==> config.mk <==
export PLATFORM = sky130hd
export DESIGN_NAME = logic_unit_arbiter
export DESIGN_NICKNAME = d
export VERILOG_FILES = /design/src/rtl/logic_unit_arbiter.sv
export SDC_FILE = /design/constraint.sdc
export NUM_CORES = 1
export LEC_CHECK = 0
export BUFFER_PORTS_ARGS = -buffer_cell sky130_fd_sc_hd__clkbuf_2
export CORE_MARGIN = 2
export CORE_UTILIZATION = 52
export CTS_BUF_LIST = sky130_fd_sc_hd__clkbuf_16
export DETAILED_ROUTE_END_ITERATION = 16
export PLACE_DENSITY = 0.82
export SYNTH_ARGS = -nofsm -noshare
export SYNTH_HDL_FRONTEND = slang
export SYNTH_SLANG_ARGS = --single-unit
==> constraint.sdc <==
create_clock -name clk -period 5 [get_ports clk]
set_input_delay 0.75 -clock clk [delete_from_list [all_inputs] [get_ports clk]]
set_output_delay 0.75 -clock clk [all_outputs]
set_load 0.005 [all_outputs]
==> src/rtl/logic_unit_arbiter.sv <==
// rtl/logic_unit_arbiter.sv - two-port round-robin arbiter in front of a shared logical-operation unit
//
// Purpose:
//   Two requesters share one combinational logic unit (AND / OR / XOR / ANDCM).
//   Port 0 is the execute stage, port 1 the auxiliary/microcode port. A
//   round-robin grant picks one request per cycle. The result of the accepted
//   request is registered into a single response slot, tagged with the
//   requester ID. The response slot can be back-pressured.
//
// Ports:
//   clk, rst                     clock; synchronous active-high reset
//   req0_valid / req0_ready      port 0 handshake
//   req0_op                      00 AND, 01 OR, 10 XOR, 11 ANDCM (a & ~b)
//   req0_a, req0_b               port 0 operands (bit 0 = MSB)
//   req1_*                       same as port 0, for port 1
//   rsp_valid / rsp_ready        response handshake
//   rsp_id                       requester that issued the held result
//   rsp_data                     registered result
//   cnt0, cnt1                   accepted-operation counters (wrap)

module logic_unit_arbiter #(
  parameter int WIDTH     = 32,
  parameter int CNT_WIDTH = 16
) (
  input  logic                 clk,
  input  logic                 rst,

  input  logic                 req0_valid,
  output logic                 req0_ready,
  input  logic [1:0]           req0_op,
  input  logic [0:WIDTH-1]     req0_a,
  input  logic [0:WIDTH-1]     req0_b,

  input  logic                 req1_valid,
  output logic                 req1_ready,
  input  logic [1:0]           req1_op,
  input  logic [0:WIDTH-1]     req1_a,
  input  logic [0:WIDTH-1]     req1_b,

  output logic                 rsp_valid,
  input  logic                 rsp_ready,
  output logic                 rsp_id,
  output logic [0:WIDTH-1]     rsp_data,

  output logic [CNT_WIDTH-1:0] cnt0,
  output logic [CNT_WIDTH-1:0] cnt1
);

  localparam logic [1:0] OP_AND   = 2'b00;
  localparam logic [1:0] OP_OR    = 2'b01;
  localparam logic [1:0] OP_XOR   = 2'b10;

  // Response slot occupancy. rsp_valid is a direct decode of the state flop.
  typedef enum logic {
    S_EMPTY = 1'b0,
    S_FULL  = 1'b1
  } state_t;

  state_t state;
  logic   last_grant;

  logic   grant0;
  logic   grant1;
  logic   slot_free;
  logic   accept0;
  logic   accept1;
  logic   accept_any;

  logic [1:0]       sel_op;
  logic [0:WIDTH-1] sel_a;
  logic [0:WIDTH-1] sel_b;
  logic [0:WIDTH-1] lu_result;

  // Shared logic unit. All four encodings are legal; ANDCM takes the last arm.
  function automatic logic [0:WIDTH-1] lu_eval(
    input logic [1:0]       op,
    input logic [0:WIDTH-1] a,
    input logic [0:WIDTH-1] b
  );
    logic [0:WIDTH-1] r;
    case (op)
      OP_AND:  r = a & b;
      OP_OR:   r = a | b;
      OP_XOR:  r = a ^ b;
      default: r = a & ~b;
    endcase
    return r;
  endfunction

  assign rsp_valid = (state == S_FULL);

  // Round-robin: a lone requester always wins; on contention the port that
  // did not win last time is preferred. last_grant only moves on accept, so a
  // stalled grant does not flip priority.
  always_comb begin
    grant0 = 1'b0;
    grant1 = 1'b0;
    if (req0_valid && req1_valid) begin
      grant0 = (last_grant == 1'b1);
      grant1 = (last_grant == 1'b0);
    end else begin
      grant0 = req0_valid;
      grant1 = req1_valid;
    end
  end

  // The slot can take a new result if it is empty or being drained this cycle.
  assign slot_free = !rsp_valid || rsp_ready;

  // Readies are gated by rst so nothing is handshaken during reset.
  assign req0_ready = !rst && grant0 && slot_free;
  assign req1_ready = !rst && grant1 && slot_free;

  assign accept0    = req0_valid && req0_ready;
  assign accept1    = req1_valid && req1_ready;
  assign accept_any = accept0 || accept1;

  // Operand mux in front of the single logic unit. Operands only reach the
  // outputs through rsp_data, never combinationally.
  always_comb begin
    sel_op = req0_op;
    sel_a  = req0_a;
    sel_b  = req0_b;
    if (accept1) begin
      sel_op = req1_op;
      sel_a  = req1_a;
      sel_b  = req1_b;
    end
  end

  assign lu_result = lu_eval(sel_op, sel_a, sel_b);

  always_ff @(posedge clk) begin
    if (rst) begin
      state      <= S_EMPTY;
      rsp_data   <= '0;
      rsp_id     <= 1'b0;
      last_grant <= 1'b1;
      cnt0       <= '0;
      cnt1       <= '0;
    end else begin
      case (state)
        S_EMPTY: begin
          if (accept_any) begin
            state <= S_FULL;
          end
        end
        S_FULL: begin
          // Drain and accept in the same edge keeps the slot full; the new
          // result simply replaces the old one.
          if (!accept_any && rsp_ready) begin
            state <= S_EMPTY;
          end
        end
        default: state <= S_EMPTY;
      endcase

      if (accept_any) begin
        rsp_data   <= lu_result;
        rsp_id     <= accept1;
        last_grant <= accept1;
      end

      // Counters wrap naturally at 2^CNT_WIDTH.
      if (accept0) begin
        cnt0 <= cnt0 + 1'b1;
      end
      if (accept1) begin
        cnt1 <= cnt1 + 1'b1;
      end
    end
  end

endmodule

**After elaboration in Yosys (flattened, before gate mapping)**

Cells that the tools add are included.

- $add $sub $neg: 2
- Equal/unequal tests: 2
- Muxes and demuxes: 9
- Bitwise logic cells: 7
- Reduce and logical (&&, ||, !) cells: 14

Operators with widths:

| kind | number |
|---|---|
| $pmux W32 S3 | 1 |
| $and A32 B32 Y32 | 2 |
| $mux W32 | 2 |
| $add A16 B1 Y16 const B | 2 |
| $not A32 Y32 | 1 |
| $or A32 B32 Y32 | 1 |
| $xor A32 B32 Y32 | 1 |
| $logic_and A1 B1 Y1 | 8 |
| $mux W1 | 4 |
| $logic_not A1 Y1 | 3 |
| $eq A2 B1 Y1 const B | 1 |
| $eq A2 B2 Y1 const B | 1 |
| $logic_not A2 Y1 | 1 |
| $logic_or A1 B1 Y1 | 2 |
| $mux W2 | 1 |
| $not A1 Y1 | 2 |
| $pmux W1 S2 | 1 |

- Register bits: 67
- Input port bits: 137
- Output and inout bits: 68
- Logic and storage cells: 40

**Logic depth before layout (Yosys ltp)**

Gate-level depths: netlist of run 1.

- Depth in word-level cells: 10
- Depth in mapped cells: 12
- Mapped depth without buffers: 9

**Worst setup path after synthesis of run 1**

Ideal clock, no wire load.

- Kind: input to register
- Start: input port rst
- End: register rsp_data[0] in the netlist's numbering
- Library setup time: 0.117 ns
- Data arrival time: 3.259 ns
- Required time: 4.883 ns
- Setup slack: 1.623 ns
- Cell stages on the path: 12
- Path buffers: 5
- Path through: clkbuf_1 > inv_2 > nand3_2 > buf_2 > mux2i_1 > ha_1 > clkbuf_1 > or2_2 > clkbuf_1 > clkbuf_1 > a311o_1 > a32o_1

- Longest elaborated chain between the ends: 8
- Elaborated cells between the ends (all ways): 20
- Classes of those cells: eq/ne: 2; mux: 4; bitwise: 5; reduce/logical: 9

RTL lines:

| element | line | text |
|---|---|---|
| start, declared | 26 | `input logic rst,` |
| $logic_not A1 Y1 | 111, 112 |  |
| $logic_and A1 B1 Y1 (2 in series) | 112 | `assign req1_ready = !rst && grant1 && slot_free;` |
| $logic_and A1 B1 Y1 | 115 | `assign accept1 = req1_valid && req1_ready;` |
| $mux W32 | 124 | `if (accept1) begin` |
| $not A32 Y32 | 85 | `default: r = a & ~b;` |
| $and A32 B32 Y32 | 85 |  |
| $pmux W32 S3 | 81 | `case (op)` |
| end signal, assigned | 159 | `rsp_data <= lu_result;` |
| end, declared | 43 | `output logic [0:WIDTH-1] rsp_data,` |

Parallel ways exist; a longest one is shown, timed or not.
A chain may end at the register's enable or synchronous reset.

**Worst setup path after layout of run 1**

- Start: input port req1_valid
- End: output port req1_ready

- Longest elaborated chain between the ends: 4

RTL lines:

| element | line | text |
|---|---|---|
| start, declared | 34 | `input logic req1_valid,` |
| $logic_and A1 B1 Y1 | 98 | `if (req0_valid && req1_valid) begin` |
| $mux W1 * | 98 |  |
| $logic_and A1 B1 Y1 * (2 in series) | 112 |  |
| end, declared | 35 | `output logic req1_ready,` |

Every way passes the cells marked *; elsewhere a longest branch is shown, timed or not.

==> results of run 1 <==
-- kinds of logic (layout without fill, tap and decap cells) --
family,count (synthesis),in the layout
multiplexers,45,45
flip-flops,67,67
XOR/XNOR,3,3
buffers and inverters,146,307
adder cells (fa/ha/maj),37,37
AO/OA/AOI/OAI,294,294
AND/OR/NAND/NOR,189,189
-- cells in the mapped netlist, types with 8 or more instances --
cell type / count / area (um^2)
mux2i_1: 37 / 370
nor2b_1: 42 / 263
o211ai_1: 32 / 240
a32o_1: 32 / 320
inv_1: 71 / 267
buf_2: 11 / 55.1
a21oi_1: 112 / 561
clkbuf_1: 56 / 210
o311ai_0: 34 / 298
nor4_1: 9 / 56.3
a311o_1: 32 / 320
ha_1: 37 / 463
nand2_1: 50 / 188
a311oi_1: 32 / 280
nand3_1: 11 / 55.1
nor2_1: 45 / 169
mux2_2: 8 / 90.1
dfxtp_1: 67 / 1340
-- through the flow --
step / instance area, um^2 / utilization (%) / instances / power (mW)
2_1_floorplan: 5990 / - / 781 / 0.935
3_3_place_gp: 7030 / 62.1 / 1069 / 1.13
3_5_place_dp: 7030 / 62.1 / 1069 / 1.14
4_1_cts: 7330 / 64.7 / 1085 / 1.79
5_1_grt: 7330 / 64.7 / 1085 / 1.88
6_report: 7330 / 64.7 / 1085 / 1.80
-- power by group --
group / leakage, nW / internal (mW) / switching (mW) / total, mW
Combinational: 2.70 / 0.233 / 0.301 / 0.533
Clock: 0.142 / 0.390 / 0.264 / 0.654
Sequential: 0.548 / 0.579 / 0.0291 / 0.608
Total: 3.39 / 1.20 / 0.594 / 1.80
-- layer usage --
layer / up-vias / share of wire (%)
met5: - / 0
met1: 3165 / 41
met4: 0 / 2.2
li1: 3295 / -
met3: 36 / 11
met2: 446 / 46
-- registers in the layout, indices dropped and copies added (netlist names) --
name / cells
rsp_valid: 1
rsp_id: 1
cnt1: 16
cnt0: 16
last_grant: 1
rsp_data: 32
-- worst register-to-register path: cells and delay by family (launching register included) --
family / cells / cell delay (ns)
flops: 1 / 0.38
mux: 1 / 0.42
compound gates: 3 / 0.87
simple gates: 2 / 1.04
fa+ha+maj: 1 / 0.46
-- worst max path at each step --
stage / start / to / slack (ns) / cells after the start
floorplan: rst / rsp_data[0]$_SDFFE_PP0P_ / 1.62 / 12
global placement: req0_valid / rsp_data[20]$_SDFFE_PP0P_ / 1.36 / 8
detailed placement: req0_valid / rsp_data[27]$_SDFFE_PP0P_ / 1.25 / 8
CTS: req0_valid / req1_ready / 1.49 / 6
global route: req0_valid / req1_ready / 1.35 / 6
finish: req1_valid / req1_ready / 1.48 / 6
-- layout make-up --
type	count	area, um^2
repair buffers	217	1120
fillers	1030	3990
multi-input cells	568	4110
clock inverters	7	76.3
inverters	74	278
well taps	143	179
flip-flops and latches	67	1340
clock buffers	9	225
==> flow_summary.yaml, run 1 <==
timing:
  slew_violations: 0
  setup_ws_ns: 1.48
  rsz0062_at_grt: "no"
  hold_viol_final: 0
  final.period_utilization_pct: 70.5
  slew_headroom_pct: 19.0
  setup_violations: 0
  tightest_slew_ns: 1.22
  max_freq_mhz: 284
  holdWs_ns: 0.473
  tns_ns: 0
  fin_skew_ns: 0.0105
  period_needed_ns: 3.52
placement:
  dp_hpwl_mm: 13.0
  port_buffers: 204
  pre_cts_slack_ns: 1.25
  place.gp.congestion: 0.855
floorplanning:
  start_util_pct: 52.9
  num_rows: 39
  dieWidth_um: 111
  die_y_um: 111
  dieArea_mm2: 0.0124
  coreArea_mm2: 0.0113
  ioPinCount: 205
global_route:
  antenna_found_initial: 0
  grt_pass1_vias: 6412
  overflow: 0
  grt_util_met3_pct: 5.33
  grt.busiest_layer: "met2"
  grt_first_pass_wirelength_mm: 31.9
  use_met2_pct: 50.0
  grt_use_total_pct: 31.0
  use_met1_pct: 41.7
  grt_max_degree: 71
run:
  cap_violations: 0
layout:
  drive_gt1_share_pct: 27.0
  area_growth_pct: 22.3
  mostFrequentLayoutCell: "clkbuf_2"
  n_antenna_cell: 0
  nets: 1111
  layout_common_cells: "204 x clkbuf_2, 112 x a21oi_1, 71 x inv_1, 67 x dfxtp_1, 50 x nand2_1"
hold_path:
  hold_depth: 1
  hp-class: "flip-flop to flip-flop"
  min_from: "rsp_data[12]$_SDFFE_PP0P_"
  hold_path_end: "rsp_data[12]$_SDFFE_PP0P_"
clock_tree:
  cts_max_path_buffers: 2
  cts_sinks: 67
  htree_levels: 3
  cts_buffers: 9
  cts_resized: 0
  tritoncts: "done"
  cts_hold_buf: 0
  clk_latency_ns: 0.33
  cts_setup_buffers: 0
  root_buffer: "clkbuf_16"
  clkTransAtPathRegs_ns: 0.06
route:
  drt-total-wl_mm: 19.8
  vias: 6942
  wl_per_cell_um: 18.3
  drc: 0
  detail-route-antenna-nets: 0
  dr.pass1.iters: 5
  drt-initial-drc-count: 663
  via_per_inst: 6.40
worst_setup_path:
  crit_path_frequent_cell: "clkbuf_2"
  cpPeakStageDelay_ns: 0.63
  path_max_fanout: 37
  timing.rr.start: "last_grant$_SDFFE_PP1P_"
  critical_path.top_delay_family: "buffers and inverters"
  cp_num_buf_inv: 4
  criticalPathCategory: "input pin to output pin"
  critPathLaunchType: "input pin"
  timing.rr.end: "rsp_data[27]$_SDFFE_PP0P_"
  crit_chain: "clkbuf_2 -> a21boi_4 -> nand3_4 -> buf_4 -> inv_2 -> clkbuf_2"
  worstPathRequired_ns: 4.25
  r2r_cells: 7
  endpoint_kind: "output pin"
  r2r_slack_ns: 1.73
  crit_slowest_cell: "inv_2"
  worstPathArrival_ns: 2.77
logic_synthesis:
  synth.avg_cell_area_um2: 7.67
  synth_top_family_by_area: "compound AO/OA/AOI/OAI gates"
  ys.flop_type: "dfxtp_1"
  yosys.area_share.xor_xnor_pct: 0.439
  synth-edff-count: 0
  synthMuxAreaShare_pct: 7.68
  ys_warn_count: 0
  synth_seq_cells: 67
  syn_nets: 955
  synthesis.area_mm2: 0.00599
  ys_seq_area_share_pct: 22.4
  syn_inst: 781
  async_flop_share_pct: 0
  ys_types: 42
  yosys.area_share.simple_pct: 16.0
  synthAdderAreaFrac_pct: 7.73
  synth_compound_area_share_pct: 36.2
run_status:
  status: "completed"
pwr:
  power-per-cell-area_mw_per_mm2: 245
  p_leak_nw: 3.39
  max-vdd-ir-drop_v: 0.000196
Power figures use the tool's default switching activity.
==> run 2: changes to the inputs <==
- clock period: 5 -> 3.6 ns (I/O delays scaled with it)
==> run 2 against run 1 <==
Against the previous run:
- worst setup slack worse by 0.58 ns
- total power is 39% higher
- core utilization is 0.18 points higher
- final cell count hardly changed
- critical path depth stayed put
- global-route usage is 0.18 points lower
- non-clock buffer count is 1 higher
- wire length is 0.25% higher
- worst hold slack better by 0.0018 ns
- count of clock-buffer cells in the layout stayed put
- largest power group unchanged
==> flow_summary.yaml, run 2 (same netlist as run 1, synthesis figures left out) <==
pwr:
  p_leak_nw: 3.40
  power-per-cell-area_mw_per_mm2: 340
  max-vdd-ir-drop_v: 0.000302
clock_tree:
  cts_sinks: 67
  cts_resized: 0
  clkTransAtPathRegs_ns: 0.06
  tritoncts: "done"
  cts_buffers: 9
  cts_setup_buffers: 0
  cts_max_path_buffers: 2
  clk_latency_ns: 0.33
  root_buffer: "clkbuf_16"
  cts_hold_buf: 0
  htree_levels: 3
worst_setup_path:
  critPathLaunchType: "input pin"
  path_max_fanout: 42
  endpoint_kind: "output pin"
  r2r_cells: 7
  timing.rr.start: "last_grant$_SDFFE_PP1P_"
  worstPathRequired_ns: 3.06
  timing.rr.end: "rsp_data[15]$_SDFFE_PP0P_"
  worstPathArrival_ns: 2.17
  r2r_slack_ns: 0.95
  criticalPathCategory: "input pin to output pin"
timing:
  holdWs_ns: 0.475
  max_freq_mhz: 369
  final.period_utilization_pct: 75.2
  setup_violations: 0
  tightest_slew_ns: 0.979
  slew_violations: 0
  slew_headroom_pct: 34.8
  period_needed_ns: 2.71
  tns_ns: 0
  fin_skew_ns: 0.00723
  rsz0062_at_grt: "no"
  hold_viol_final: 0
floorplanning:
  dieWidth_um: 111
  start_util_pct: 52.9
  coreArea_mm2: 0.0113
  num_rows: 39
  ioPinCount: 205
  die_y_um: 111
  dieArea_mm2: 0.0124
route:
  via_per_inst: 6.37
  dr.pass1.iters: 5
  vias: 6922
  drc: 0
  drt-total-wl_mm: 19.9
  wl_per_cell_um: 18.3
  drt-initial-drc-count: 666
  detail-route-antenna-nets: 0
placement:
  place.gp.congestion: 0.857
  dp_hpwl_mm: 12.8
  port_buffers: 204
hold_path:
  hold_depth: 1
  min_from: "rsp_data[17]$_SDFFE_PP0P_"
  hp-class: "flip-flop to flip-flop"
  hold_path_end: "rsp_data[17]$_SDFFE_PP0P_"
layout:
  mostFrequentLayoutCell: "clkbuf_2"
  reg_top3: "rsp_data: 32 flops, cnt0: 16 flops, cnt1: 16 flops"
  regMostFlops: "rsp_data"
  drive_gt1_share_pct: 27.0
  largest_reg_flops: 32
  nets: 1112
  area_growth_pct: 22.6
  layout_common_cells: "204 x clkbuf_2, 112 x a21oi_1, 71 x inv_1, 67 x dfxtp_1, 50 x nand2_1"
  postLayoutCoreUtil_pct: 64.9
  n_antenna_cell: 0
run_status:
  status: "completed"
run:
  cap_violations: 0
global_route:
  grt_max_degree: 71
  grt_use_total_pct: 30.8
  overflow: 0
  antenna_found_initial: 0
  grt_pass1_vias: 6487
  grt_first_pass_wirelength_mm: 31.8
==> run 2: worst max-delay path, cell delays in order <==
cell and delay (ns):
clkbuf_2 0.10, inv_2 0.08, buf_4 0.48, nand4_2 0.51, inv_2 0.29, clkbuf_2 0.16
==> run 2: how the worst max path moves through the flow <==
stage	startpoint	endpoint	slack, ns
after floorplan	rst	rsp_data[0]$_SDFFE_PP0P_	0.43
final	rst	req0_ready	0.89
after CTS	rst	req0_ready	0.93
after global placement	req0_valid	rsp_data[0]$_SDFFE_PP0P_	0.73
after detailed placement	req0_valid	rsp_data[18]$_SDFFE_PP0P_	0.64
after global routing	rst	req0_ready	0.77
==> run 2: cell type report <==
| cell class | count | area [um^2] |
|---|---|---|
| fill | 1019 | 3970 |
| inverter | 74 | 278 |
| timing repair buffer | 218 | 1140 |
| tap | 143 | 179 |
| clock inverter | 7 | 76.3 |
| sequential | 67 | 1340 |
| multi-input combinational | 568 | 4110 |
| clock buffer | 9 | 225 |
==> run 2: routing by layer <==
layer | global-route usage, % | vias to the layer above | wire length (um)
met4 | 12.3 | 0 | 531
met5 | 0 | - | 0
met2 | 50.4 | 413 | 9020
met3 | 4.35 | 50 | 1900
li1 | - | 3303 | -
met1 | 41.1 | 3156 | 8420
==> run 2: stage by stage <==
stage / setup slack, ns / std cells / cell area (um^2) / total power, mW
4_1_cts: 0.934 / 1086 / 7350 / 2.49
6_report: 0.892 / 1086 / 7350 / 2.50
3_5_place_dp: 0.638 / 1070 / 7050 / 1.59
5_1_grt: 0.770 / 1086 / 7350 / 2.62
2_1_floorplan: 0.433 / 781 / 5990 / 1.30
3_3_place_gp: 0.726 / 1070 / 7050 / 1.58
==> run 2: power by group <==
group | internal, mW | leakage, nW | total, mW | switching, mW
Combinational | 0.325 | 2.71 | 0.745 | 0.420
Clock | 0.540 | 0.142 | 0.909 | 0.369
Sequential | 0.804 | 0.548 | 0.845 | 0.0413
Total | 1.67 | 3.40 | 2.50 | 0.830
